--- src/rtl/read_scheduler_pkg.sv ---
// read_scheduler_pkg
//   Shared definitions for the output-side read scheduler: FSM state encoding,
//   default sizing, queue-index width derivation and the scheduling-mode
//   constants (the write arbiter uses the same mode encoding).
package read_scheduler_pkg;

    localparam int NUM_QUEUES_DEF = 8;
    localparam int WEIGHT_W_DEF   = 4;

    // Queue index width; at least one bit even for a single queue.
    function automatic int qid_width(input int n);
        return (n > 1) ? $clog2(n) : 1;
    endfunction

    localparam int QID_W_DEF = qid_width(NUM_QUEUES_DEF);

    // sp0_wrr1 encoding
    localparam logic MODE_SP  = 1'b0;
    localparam logic MODE_WRR = 1'b1;

    typedef enum logic [1:0] {
        ST_IDLE = 2'd0,
        ST_REQ  = 2'd1,
        ST_BUSY = 2'd2
    } sched_state_e;

endpackage

--- src/rtl/read_scheduler_if.sv ---
// read_scheduler_if
//   Request/completion bus between the read scheduler and the SRAM read engine.
//     rd_valid  scheduler -> engine  read request valid
//     rd_queue  scheduler -> engine  queue whose head packet is to be read
//     rd_ready  engine -> scheduler  request accepted
//     pkt_done  engine -> scheduler  one-cycle pulse, current packet finished
//   master = scheduler side, slave = read engine side.
interface read_scheduler_if
    import read_scheduler_pkg::*;
#(
    parameter int QID_W = QID_W_DEF
);
    logic             rd_valid;
    logic [QID_W-1:0] rd_queue;
    logic             rd_ready;
    logic             pkt_done;

    modport master (
        output rd_valid,
        output rd_queue,
        input  rd_ready,
        input  pkt_done
    );

    modport slave (
        input  rd_valid,
        input  rd_queue,
        output rd_ready,
        output pkt_done
    );
endinterface

--- src/rtl/read_scheduler_wrr_pick.sv ---
// read_scheduler_wrr_pick
//   Combinational rotating first-match search for weighted round robin.
//     mask     queues holding a complete packet
//     credits  per-queue remaining credit (packed, queue j at index j)
//     ptr      queue where the search starts
//     found    some nonempty queue still has credit; index points at it
//     reload   queues are nonempty but none has credit; index points at the
//              first nonempty queue from ptr (credits get refilled by caller)
//     index    selected queue
module read_scheduler_wrr_pick #(
    parameter int NUM_QUEUES = 8,
    parameter int WEIGHT_W   = 4,
    parameter int QID_W      = 3
) (
    input  logic [NUM_QUEUES-1:0]               mask,
    input  logic [NUM_QUEUES-1:0][WEIGHT_W-1:0] credits,
    input  logic [QID_W-1:0]                    ptr,
    output logic                                found,
    output logic                                reload,
    output logic [QID_W-1:0]                    index
);

    logic [NUM_QUEUES-1:0] credit_nz;
    logic [NUM_QUEUES-1:0] eligible;
    logic [NUM_QUEUES-1:0] search;
    logic [QID_W:0]        pos;
    logic                  hit;

    genvar gi;
    generate
        for (gi = 0; gi < NUM_QUEUES; gi++) begin : g_nz
            assign credit_nz[gi] = |credits[gi];
        end
    endgenerate

    assign eligible = mask & credit_nz;
    assign found    = |eligible;
    assign reload   = (|mask) && !found;
    // After a reload every credit is nonzero, so the first nonempty queue wins.
    assign search   = found ? eligible : mask;

    always_comb begin
        index = '0;
        hit   = 1'b0;
        pos   = '0;
        for (int k = 0; k < NUM_QUEUES; k++) begin
            pos = {1'b0, ptr} + (QID_W+1)'(k);
            // Explicit wrap so non-power-of-two queue counts work.
            if (pos >= (QID_W+1)'(NUM_QUEUES)) begin
                pos = pos - (QID_W+1)'(NUM_QUEUES);
            end
            if (!hit && search[pos[QID_W-1:0]]) begin
                hit   = 1'b1;
                index = pos[QID_W-1:0];
            end
        end
    end

endmodule

--- src/rtl/read_scheduler.sv ---
// read_scheduler
//   Picks which priority queue's head packet the SRAM read engine dequeues
//   next, by strict priority (highest index wins) or weighted round robin.
//   Non-preemptive: one request, then wait for the packet to complete.
//   Ports:
//     clk, rst      clock, synchronous active-high reset
//     sp0_wrr1      0 = strict priority, 1 = weighted round robin
//     q_nonempty    bit j: queue j holds a complete packet
//     wrr_weights   packed weights, queue j at [(j+1)*WEIGHT_W-1 : j*WEIGHT_W]
//     sched_busy    request outstanding or packet in progress
//     rd_bus        request/completion bus (master side)
module read_scheduler
    import read_scheduler_pkg::*;
#(
    parameter int NUM_QUEUES = NUM_QUEUES_DEF,
    parameter int WEIGHT_W   = WEIGHT_W_DEF,
    parameter int QID_W      = qid_width(NUM_QUEUES)
) (
    input  logic                           clk,
    input  logic                           rst,
    input  logic                           sp0_wrr1,
    input  logic [NUM_QUEUES-1:0]          q_nonempty,
    input  logic [NUM_QUEUES*WEIGHT_W-1:0] wrr_weights,
    output logic                           sched_busy,
    read_scheduler_if.master               rd_bus
);

    sched_state_e state_q, state_d;
    logic                                rd_valid_q, rd_valid_d;
    logic [QID_W-1:0]                    rd_queue_q, rd_queue_d;
    logic                                sched_busy_q, sched_busy_d;
    logic [QID_W-1:0]                    ptr_q, ptr_d;
    logic [NUM_QUEUES-1:0][WEIGHT_W-1:0] credit_q, credit_d;

    logic [NUM_QUEUES-1:0][WEIGHT_W-1:0] weight_eff;
    logic [NUM_QUEUES-1:0][WEIGHT_W-1:0] credit_base;
    logic [WEIGHT_W-1:0]                 credit_left;
    logic [QID_W-1:0]                    sp_idx;
    logic [QID_W-1:0]                    grant;
    logic                                pick_found;
    logic                                pick_reload;
    logic [QID_W-1:0]                    pick_idx;

    // A zero weight still earns one packet per round.
    genvar gi;
    generate
        for (gi = 0; gi < NUM_QUEUES; gi++) begin : g_weight
            assign weight_eff[gi] = (wrr_weights[gi*WEIGHT_W +: WEIGHT_W] == '0)
                                  ? WEIGHT_W'(1)
                                  : wrr_weights[gi*WEIGHT_W +: WEIGHT_W];
        end
    endgenerate

    read_scheduler_wrr_pick #(
        .NUM_QUEUES (NUM_QUEUES),
        .WEIGHT_W   (WEIGHT_W),
        .QID_W      (QID_W)
    ) u_wrr_pick (
        .mask    (q_nonempty),
        .credits (credit_q),
        .ptr     (ptr_q),
        .found   (pick_found),
        .reload  (pick_reload),
        .index   (pick_idx)
    );

    // Strict priority: highest set index.
    always_comb begin
        sp_idx = '0;
        for (int j = 0; j < NUM_QUEUES; j++) begin
            if (q_nonempty[j]) sp_idx = QID_W'(j);
        end
    end

    always_comb begin
        state_d      = state_q;
        rd_valid_d   = rd_valid_q;
        rd_queue_d   = rd_queue_q;
        sched_busy_d = sched_busy_q;
        ptr_d        = ptr_q;
        credit_d     = credit_q;
        // Reload and decrement happen in the same decision cycle.
        credit_base  = pick_reload ? weight_eff : credit_q;
        credit_left  = '0;
        grant        = sp_idx;

        case (state_q)
            ST_IDLE: begin
                if (|q_nonempty) begin
                    if (sp0_wrr1 == MODE_WRR && (pick_found || pick_reload)) begin
                        grant           = pick_idx;
                        credit_left     = credit_base[grant] - WEIGHT_W'(1);
                        credit_d        = credit_base;
                        credit_d[grant] = credit_left;
                        // Stay on a queue until its credit runs out.
                        if (credit_left == '0) begin
                            ptr_d = (grant == QID_W'(NUM_QUEUES-1)) ? '0 : grant + QID_W'(1);
                        end else begin
                            ptr_d = grant;
                        end
                    end
                    rd_queue_d   = grant;
                    rd_valid_d   = 1'b1;
                    sched_busy_d = 1'b1;
                    state_d      = ST_REQ;
                end
            end
            ST_REQ: begin
                if (rd_bus.rd_ready) begin
                    rd_valid_d = 1'b0;
                    state_d    = ST_BUSY;
                end
            end
            ST_BUSY: begin
                if (rd_bus.pkt_done) begin
                    sched_busy_d = 1'b0;
                    state_d      = ST_IDLE;
                end
            end
            default: begin
                state_d      = ST_IDLE;
                rd_valid_d   = 1'b0;
                sched_busy_d = 1'b0;
            end
        endcase
    end

    always_ff @(posedge clk) begin
        if (rst) begin
            state_q      <= ST_IDLE;
            rd_valid_q   <= 1'b0;
            rd_queue_q   <= '0;
            sched_busy_q <= 1'b0;
            ptr_q        <= '0;
            credit_q     <= weight_eff;
        end else begin
            state_q      <= state_d;
            rd_valid_q   <= rd_valid_d;
            rd_queue_q   <= rd_queue_d;
            sched_busy_q <= sched_busy_d;
            ptr_q        <= ptr_d;
            credit_q     <= credit_d;
        end
    end

    assign rd_bus.rd_valid = rd_valid_q;
    assign rd_bus.rd_queue = rd_queue_q;
    assign sched_busy      = sched_busy_q;

endmodule
--- src/flat_wrapper.sv ---
// flat-port wrapper written by rule: the top's interface ports become plain ports
module read_scheduler_flat import read_scheduler_pkg::*;
#(
    parameter int NUM_QUEUES = NUM_QUEUES_DEF,
    parameter int WEIGHT_W   = WEIGHT_W_DEF,
    parameter int QID_W      = qid_width(NUM_QUEUES)
)
  (clk, rst, sp0_wrr1, q_nonempty, wrr_weights, sched_busy, rd_bus_rd_valid, rd_bus_rd_queue, rd_bus_rd_ready, rd_bus_pkt_done);
  read_scheduler_if #(.QID_W(QID_W)) rd_bus_i ();
  input  logic clk;
  input  logic rst;
  input  logic sp0_wrr1;
  input  logic [NUM_QUEUES-1:0] q_nonempty;
  input  logic [NUM_QUEUES*WEIGHT_W-1:0] wrr_weights;
  output logic sched_busy;
  output wire logic [$bits(rd_bus_i.rd_valid)-1:0] rd_bus_rd_valid;
  output wire logic [$bits(rd_bus_i.rd_queue)-1:0] rd_bus_rd_queue;
  input wire logic [$bits(rd_bus_i.rd_ready)-1:0] rd_bus_rd_ready;
  input wire logic [$bits(rd_bus_i.pkt_done)-1:0] rd_bus_pkt_done;
  assign rd_bus_rd_valid = rd_bus_i.rd_valid;
  assign rd_bus_rd_queue = rd_bus_i.rd_queue;
  assign rd_bus_i.rd_ready = rd_bus_rd_ready;
  assign rd_bus_i.pkt_done = rd_bus_pkt_done;
  read_scheduler #(.NUM_QUEUES(NUM_QUEUES), .WEIGHT_W(WEIGHT_W), .QID_W(QID_W)) u_core (.clk(clk), .rst(rst), .sp0_wrr1(sp0_wrr1), .q_nonempty(q_nonempty), .wrr_weights(wrr_weights), .sched_busy(sched_busy), .rd_bus(rd_bus_i));
endmodule
--- config.mk ---
export PLATFORM = sky130hd
export DESIGN_NAME = read_scheduler_flat
export DESIGN_NICKNAME = d
export VERILOG_FILES = /design/src/rtl/read_scheduler_pkg.sv /design/src/rtl/read_scheduler_if.sv /design/src/rtl/read_scheduler_wrr_pick.sv /design/src/rtl/read_scheduler.sv /design/src/flat_wrapper.sv
export SDC_FILE = /design/constraint.sdc
export NUM_CORES = 1
export LEC_CHECK = 0
export CORE_UTILIZATION = 40
export DETAILED_ROUTE_END_ITERATION = 8
export GPL_TIMING_DRIVEN = 0
export PLACE_DENSITY = 0.6
export SLEW_MARGIN = 20
export SYNTH_ARGS = -nofsm -noshare
export SYNTH_HDL_FRONTEND = slang
export SYNTH_SLANG_ARGS = --single-unit
--- constraint.sdc ---
create_clock -name clk -period 7.29 [get_ports clk]
set_input_delay 1.458 -clock clk [delete_from_list [all_inputs] [get_ports clk]]
set_output_delay 1.458 -clock clk [all_outputs]
set_load 0.01 [all_outputs]
==> results of run 1 <==
-- layer usage --
| layer | vias to the layer above | GRT usage (%) |
|---|---|---|
| met5 | - | 0 |
| met4 | 0 | 10.4 |
| met3 | 45 | 6.36 |
| met2 | 247 | 46.2 |
| met1 | 2322 | 41.8 |
| li1 | 2238 | - |
-- worst min path at each step --
stage	startpoint	end	depth (start not counted)
finish	u_core.rd_bus.rd_queue[1]	u_core.rd_bus.rd_queue[1]	2
global route	u_core.rd_bus.rd_queue[1]	u_core.rd_bus.rd_queue[1]	2
CTS	u_core.rd_bus.rd_queue[1]	u_core.rd_bus.rd_queue[1]	2
detailed placement	u_core.rd_bus.rd_queue[1]	u_core.rd_bus.rd_queue[1]	2
global placement	u_core.rd_bus.rd_queue[1]	u_core.rd_bus.rd_queue[1]	2
floorplan	u_core.state_q[1]	u_core.state_q[0]	1
-- worst max-delay path, cell delays in order --
cell	delay, ps
sky130_fd_sc_hd__clkdlybuf4s50_1	650
sky130_fd_sc_hd__o41ai_2	240
sky130_fd_sc_hd__nand4_1	270
sky130_fd_sc_hd__o21ai_1	220
sky130_fd_sc_hd__mux4_2	620
sky130_fd_sc_hd__mux2i_2	280
sky130_fd_sc_hd__mux2_1	340
sky130_fd_sc_hd__o21ai_0	180
sky130_fd_sc_hd__o21ai_1	160
sky130_fd_sc_hd__a21oi_4	330
sky130_fd_sc_hd__clkbuf_4	310
sky130_fd_sc_hd__o211ai_1	130
sky130_fd_sc_hd__a311oi_1	330
sky130_fd_sc_hd__a211oi_2	120
sky130_fd_sc_hd__ha_1	270
sky130_fd_sc_hd__nand2b_1	180
sky130_fd_sc_hd__or3_1	320
sky130_fd_sc_hd__o221a_2	330
sky130_fd_sc_hd__or4_1	420
sky130_fd_sc_hd__o311ai_1	100
-- state kept, by name, summed over array words and instances (netlist names) --
name,count
u_core.rd_bus.rd_queue,3
u_core.state_q,2
u_core.ptr_q,3
u_core.sched_busy,1
u_core.credit_q,32
u_core.rd_bus.rd_valid,1
-- metrics by stage --
stage	std cells	instance area (um^2)	hold WS, ps
after floorplan	543	4440	490
after global placement	732	5110	488
after detailed placement	733	5130	491
after CTS	741	5240	518
after global routing	741	5310	548
final	741	5310	506
-- power breakdown --
| group | switching [mW] | total (mW) | leakage [nW] | internal (mW) |
|---|---|---|---|---|
| registers | 0.0955 | 0.463 | 0.404 | 0.368 |
| clock network | 0.0980 | 0.175 | 0.0515 | 0.0767 |
| logic | 1.42 | 2.19 | 1.43 | 0.775 |
| total | 1.61 | 2.83 | 1.88 | 1.22 |
-- logic make-up (layout without fill, tap and decap cells) --
logic type | Yosys count | count (layout) | synth area share [%]
mux | 40 | 40 | 10.9
compound gates | 179 | 179 | 31.4
flops | 42 | 42 | 26.1
fa+ha+maj | 5 | 5 | 1.41
xor+xnor | 14 | 14 | 2.76
buf+inv | 46 | 104 | 4.17
simple gates | 217 | 217 | 23.2
-- cell type report --
type / count / area share [%]
multi-input cells: 455 / 59.8
flip-flops and latches: 42 / 21.9
repair buffers: 50 / 9.66
well taps: 140 / 3.30
plain buffers: 28 / 2.29
clock buffers: 6 / 1.56
inverters: 18 / 1.27
clock inverters: 2 / 0.212
-- synth_stat cells (6+ instances only) --
cell type,count,area [um^2]
sky130_fd_sc_hd__nand4_1,10,62.6
sky130_fd_sc_hd__or3_1,6,37.5
sky130_fd_sc_hd__nand3_1,13,65.1
sky130_fd_sc_hd__o21ai_0,20,100
sky130_fd_sc_hd__edfxtp_1,32,961
sky130_fd_sc_hd__mux4_2,6,135
sky130_fd_sc_hd__inv_1,15,56.3
sky130_fd_sc_hd__o22ai_1,9,56.3
sky130_fd_sc_hd__nor3_1,25,125
sky130_fd_sc_hd__a211oi_1,6,45.0
sky130_fd_sc_hd__o22a_1,10,87.6
sky130_fd_sc_hd__nor4_1,6,37.5
sky130_fd_sc_hd__a2bb2oi_1,6,52.6
sky130_fd_sc_hd__nor2_1,67,251
sky130_fd_sc_hd__mux2i_1,28,280
sky130_fd_sc_hd__nand2_1,61,229
sky130_fd_sc_hd__a31oi_1,16,100
sky130_fd_sc_hd__a21o_1,8,60.1
sky130_fd_sc_hd__dfxtp_1,10,200
sky130_fd_sc_hd__o211ai_1,9,67.6
sky130_fd_sc_hd__xnor2_1,11,96.3
sky130_fd_sc_hd__a21oi_1,31,155
sky130_fd_sc_hd__clkbuf_1,21,78.8
-- what timing repair did --
item                                    4_1_cts  5_1_grt
endpoints found under the setup margin       12       19
gates resized for setup                       2       16
hold buffers                                  0        0
gates cloned                                  0        0
pin swaps                                     0        1
==> results.md, run 1 <==
Clocking:
- TritonCTS built the clock tree.
- The deepest clock path buffer count is 2.
- The total clock sinks is 42.
- Clock-pin slew was measured on the worst setup and hold paths at 90 ps.
- The root buffer cell chosen for the clock tree is sky130_fd_sc_hd__clkbuf_8.
- The total setup buffers inserted after CTS is 0.
- Counting the buffers created by CTS gives 5.
- The latest clock arrival within the worst-skew pair is 320 ps.
- In this run the number of H-tree levels came out at 2.

Die:
- The chip width is 107 um.
- The total die area is 11500 um^2.
- The initial utilization of the core area, before any placement, comes to 41.0%.
- The placeable core area is 10800 um^2.
- The number of placement rows is 38.
- The floorplan step set the die height to 107 um.
- The number of I/O pins is 50.

Synth:
- The sequential cell area fraction in the yosys report is 26.1%.
- Counting every net in the synthesized netlist gives 593.
- In this run, synthesis inferred 32 flip-flops with an integrated enable.
- The number of unique standard cell types used by synthesis is 77.
- The count of warnings emitted by yosys is 0.
- The most used flip-flop cell after synthesis is sky130_fd_sc_hd__edfxtp_1.
- The synthesized netlist occupies a cell area of 4440 um^2.
- After synthesis, the share of flip-flops with an asynchronous set or reset is 0%.
- The synthesized area per cell is 8.18 um^2.
- Synthesis handed over a netlist of 543 instances.
- The number of register bits inferred by synthesis is 42.

Worst setup path:
- The most critical setup path has its endpoint at u_core.ptr_q[1].
- The data arrival time of the critical path is 7270 ps.
- The setup slack of the worst register-to-register path is 980 ps.
- The data required time of the worst path is 7500 ps.
- The end of the worst register-to-register path is u_core.ptr_q[1].
- The startpoint of the most critical register-to-register path is u_core.credit_q[8].
- In this run the worst path has a maximum fanout of 10.
- The launch point of the critical path is q_nonempty[2].
- The sort of element at the start of the critical path is an input pin.
- By startpoint and endpoint, the worst setup path is classified as input pin to flop.
- The worst setup path is captured at a flop.
- The number of cells on the worst reg-to-reg path is 19.

Drt:
- The topmost layer with routed signal wires is met4.
- The wire length on met1 is 7270 um.
- The detailed route wirelength on metal2 is 7380 um.
- The final wirelength is 16700 um.
- The final route contains 4852 vias.
- In this run the remaining antenna-violating nets after routing total 0.
- The wire length per cell is 22.5 um.
- For this block, the initial DRC count from the detailed router was 407.
- The routed design uses 1520 um of met3 wire.
- The DRC violations left is 0.
- The first-pass detailed-route iteration total is 6.
- The detail-routed via count per cell is 6.55.

Global route:
- Global routing used 30.1% of the available tracks.
- The total congestion overflow is 0.
- Entering global routing, the biggest net connects 23 pins.
- The number of global-route vias before repair is 4665.
- The wire length of the first global-routing pass is 26200 um.
- The initial antenna violation count is 0.

Layout:
- Registers take 1160 um^2.
- For this run, the share of the core covered by cells in the final layout is 49.0%.
- From synthesis to final layout, the design area changed by 19.5%.
- Leaving out fill and tap cells, the most frequent cell in the layout is sky130_fd_sc_hd__nor2_1.
- The library cells used most frequently in the layout, excluding fill and tap cells, are sky130_fd_sc_hd__nor2_1 (67), sky130_fd_sc_hd__nand2_1 (61), sky130_fd_sc_hd__clkdlybuf4s50_1 (48).
- The share of final-layout standard cells stronger than drive strength 1 is 9.65%.
- The multi-input gate area in the final layout is 3180 um^2.
- For this run, the post-layout net count is 650.
- The number of antenna repair diodes is 0.
- The number of fill cells in the layout is 1099.

STA:
- The final-report max-slew violation count is 0.
- For the pin with the worst max-slew slack, the measured transition is 1040 ps.
- Across all setup checks in the final design, the least slack found is 238 ps.
- Across the routed clock network, the largest skew measured is 11.8 ps.
- The worst slew margin relative to its limit is 30.6%.
- For this run, the top clock speed supported by timing is 0.142 GHz.
- The final-report setup violation count is 0.
- The accumulated negative setup slack is 0 ps.
- The number of hold violations in the final report is 0.
- After layout, the minimum clock period comes to 7050 ps.
- The portion of the clock cycle consumed by the worst path in the final layout is 96.7%.

Placed design:
- The HPWL after detailed placement is 12200 um.
- At the end of routability-driven placement, the weighted congestion stood at 0.947.
- The post-placement setup slack is -395 ps.
- Buffers placed on the I/O ports in this run total 49.

Min path:
- The worst min-delay path class is flop to flop.

Flow run:
- Across the run, the number of max-cap violations was 0.

Power and ir drop:
- The leakage power is 1.88 nW.
- The total power is 2.83 mW.
- The areal power density over the cells is 533 nW/um^2.
- VDD sags by at most 0.000349 V.

Outcome:
- The flow ran to the end, and the final reports show no timing, DRC or antenna violations.
Note: power is estimated with default switching activity, not from simulation.
==> run 2, diff against run 1 <==
--- a/config.mk
+++ b/config.mk
@@ -7,8 +7,11 @@
 export LEC_CHECK = 0
 export CORE_UTILIZATION = 40
 export DETAILED_ROUTE_END_ITERATION = 8
+export DONT_BUFFER_PORTS = 1
+export GPL_ROUTABILITY_DRIVEN = 0
 export GPL_TIMING_DRIVEN = 0
-export PLACE_DENSITY = 0.6
+export PLACE_DENSITY = 0.54
+export REMOVE_ABC_BUFFERS = 1
 export SLEW_MARGIN = 20
 export SYNTH_ARGS = -nofsm -noshare
 export SYNTH_HDL_FRONTEND = slang
==> run 2 against run 1 <==
Effect of this change: total power decreased by 8.2%; global-route usage decreased by 4.8 points; critical endpoint unchanged; register-to-register slack got worse by 530 ps; largest cell class unchanged.
==> results.md, run 2 (synthesis results as in run 1) <==
Placed design:
- The HPWL after detailed placement is 10400 um (-15%).
- The count of input and output buffers was 0 (-100%).
- The placed instance area is 4610 um^2 (-10%).

Power and ir drop:
- The worst-case vdd ir drop is 0.000329 V (-5.9%).
- The total power is 2.60 mW (-8.2%).
- The leakage power came to 1.64 nW (-13%).
- The areal power density over the cells is 551 nW/um^2 (+3.4%).

STA:
- The achievable frequency is 0.146 GHz (+3.1%).
- The worst clock skew is 16.6 ps (+4.78 ps).
- The worst hold slack was 547 ps (+41.1 ps).
- The slew at the pin closest to its max-slew limit is 931 ps (-106 ps).
- The final-report setup violation count came to 0 (unchanged).
- The worst slew margin relative to its limit is 37.5% (+6.9 points).
- Setup repair after global routing left no endpoint under its margin.
- The clock period minus final worst setup slack is 6840 ps (-212 ps).
- The number of hold violations in the final report is 0 (unchanged).
- The final-report max-slew violation count is 0 (unchanged).
- The portion of the clock cycle consumed by the worst path in the final layout is 93.8% (-2.9 points).

Drt:
- The via total after detailed routing is 4370 (-9.9%).
- The final wirelength came to 14100 um (-16%).
- The first-pass detailed-route iteration total came to 7 (+1).
- The initial detailed-routing violation count was 278 (-32%).
- The number of nets with antenna violations after routing is 0 (unchanged).
- The wire length per cell came to 21.1 um (-6.5%).
- The detail-routed via count per cell is 6.55 (about the same).
- The DRC violations left is 0 (unchanged).

Worst setup path:
- The cell family with the largest share of critical-path delay is compound AO/OA/AOI/OAI gates.
- The worst stage delay on the critical path is 690 ps (+40 ps).
- The setup slack of the worst register-to-register path is 450 ps (-530 ps).
- In this run the critical register-to-register path is launched from u_core.ptr_q[1].
- The endpoint type of the worst setup path is a flop.
- The slowest stage of the critical path belongs to the cell sky130_fd_sc_hd__ha_1.
- The critical path goes through clkinv_1 > ha_1 > clkinv_1 > mux4_2 > mux2i_2 > mux2_1 > o21ai_0 > o21ai_1 > a21oi_4 > a21oi_1 > a2111oi_0 > nor3b_1 > ha_1 > nand2b_1 > or3_1 > o221a_2 > or4_1 > o311ai_1.
- The number of cells on the worst reg-to-reg path was 18 (-1).
- The total buffers and inverters traversed by the critical path came to 2 (unchanged).
- The sort of element at the start of the critical path is a flop.
- The data arrival time of the critical path is 7060 ps (-210 ps).
- The data required time of the worst path came to 7500 ps (about the same).
- The largest fanout on the critical path is 17 (+7).
- The worst setup path is of the flop to flop kind.
- In this run the critical register-to-register path is captured at u_core.ptr_q[1].

Clocking:
- The number of buffers created by CTS is 5 (unchanged).
- The number of hold buffers added after CTS was 0 (unchanged).
- TritonCTS built the clock tree.
- The total setup buffers inserted after CTS came to 0 (unchanged).
- The total clock sinks is 42 (unchanged).
- The maximum level of the CTS H-tree is 2 (unchanged).
- The number of cells upsized or downsized after cts is 0 (-2).
- The latest clock arrival within the worst-skew pair is 320 ps (about the same).
- In this run the clock root is driven by a sky130_fd_sc_hd__clkbuf_8.
- The deepest clock path buffer count came to 2 (unchanged).
- The clock slew seen by the registers of the worst setup and hold paths is 90 ps (about the same).

Layout:
- The share of final-layout standard cells stronger than drive strength 1 is 9.11% (-0.54 points).
- In the layout the commonest cells are sky130_fd_sc_hd__nor2_1 (66), sky130_fd_sc_hd__nand2_1 (61), sky130_fd_sc_hd__edfxtp_1 (32).
- u_core.credit_q holds more flip-flops than any other register.
- The post-route cell area is 4710 um^2 (-11%).
- The commonest non-fill, non-tap cell in the layout is sky130_fd_sc_hd__nor2_1.
- The synthesis-to-finish area growth is 6.11%.
- The flip-flop count of the largest register after layout came to 32 (unchanged).
- The number of antenna repair diodes is 0 (unchanged).
- The post-layout utilization of the core is 43.5% (-5.5 points).
- The final net count is 576 (-11%).

Global route:
- The wire length of the first global-routing pass is 22600 um (-14%).
- The total congestion overflow is 0 (unchanged).
- The initial antenna violation count is 0 (unchanged).
- The global-route usage over all layers is 25.3% (-4.8 points).
- The pin count of the biggest net entering global routing is 68 (+200%).
- The number of global-route vias before repair is 4205 (-9.9%).

Min path:
- The beginning of the worst hold path is u_core.state_q[1].
- The path with the worst hold slack has its endpoint at u_core.state_q[0].
- The number of instances on the worst hold path came to 1 (-1).
- The worst hold path belongs to the class flop to flop.

Die:
- The chip width was 107 um (unchanged).
- The vertical die dimension came to 107 um (unchanged).
- The starting utilization of the core area is 41.0% (unchanged).
- The total die area is 11500 um^2 (unchanged).
- The number of placement rows is 38 (unchanged).
- The placeable core area is 10800 um^2 (unchanged).
- The number of I/O pins is 50 (unchanged).

Flow run:
- The max-cap violation count is 0 (unchanged).

Outcome:
- The flow ran to the end, and the final reports show no timing, DRC or antenna violations.
==> run 2: changes by cell type in the layout (fill, tap and decap cells not counted), moves of 2 or more <==
cell                              before  now
sky130_fd_sc_hd__nor2_4                0    2
sky130_fd_sc_hd__clkdlybuf4s50_1      48    0
sky130_fd_sc_hd__buf_16                0    2
sky130_fd_sc_hd__clkbuf_2              2    0
sky130_fd_sc_hd__buf_2                 2    0
sky130_fd_sc_hd__clkbuf_1             20    1
sky130_fd_sc_hd__buf_1                 2    0
sky130_fd_sc_hd__mux2i_1              26   28
==> run 2: area by class of cell <==
cell class | count | area, um^2
Clock inverter | 2 | 12.5
Timing Repair Buffer | 4 | 86.3
Tap cell | 140 | 175
Multi-Input combinational cell | 455 | 3140
Inverter | 18 | 67.6
Fill cell | 1113 | 6130
Sequential cell | 42 | 1160
Clock buffer | 6 | 72.6
==> run 2: worst max-delay path by stage <==
stage	startpoint	end	slack, ps	depth (start not counted)
3_5_place_dp	q_nonempty[1]	u_core.credit_q[30]	30	17
6_report	u_core.ptr_q[1]	u_core.ptr_q[1]	450	18
4_1_cts	u_core.ptr_q[0]	u_core.credit_q[30]	220	17
2_1_floorplan	q_nonempty[0]	u_core.ptr_q[1]	1240	18
3_3_place_gp	q_nonempty[1]	u_core.credit_q[30]	-330	17
5_1_grt	u_core.ptr_q[1]	u_core.ptr_q[1]	40	18
==> run 2: through the flow <==
step                      setup WS, ps  TNS [ps]  instances
after floorplan                   1240         0        515
after global placement            -331     -2920        655
after detailed placement          26.2         0        659
after CTS                          223         0        667
after global routing              41.6         0        667
final                              449         0        667
==> run 2: power breakdown <==
part           switching, mW  total, mW  internal, mW
registers              0.106      0.474         0.368
logic                   1.26       1.96         0.704
clock network         0.0932      0.161        0.0680
==> run 2: metal layers <==
layer | wire length, um | GRT usage, % | vias to the layer above
met2 | 6430 | 39.4 | 153
li1 | - | - | 2086
met5 | 0 | 0 | -
met3 | 861 | 4.18 | 19
met4 | 311 | 8.71 | 0
met1 | 6450 | 35.4 | 2112
==> run 3, diff against run 2 <==
--- a/config.mk
+++ b/config.mk
@@ -10,6 +10,7 @@
 export DONT_BUFFER_PORTS = 1
 export GPL_ROUTABILITY_DRIVEN = 0
 export GPL_TIMING_DRIVEN = 0
+export HOLD_SLACK_MARGIN = 0.15
 export PLACE_DENSITY = 0.54
 export REMOVE_ABC_BUFFERS = 1
 export SLEW_MARGIN = 20
==> results of run 3 <==
The final DEF is identical to that of run 2; final timing and power are the same.
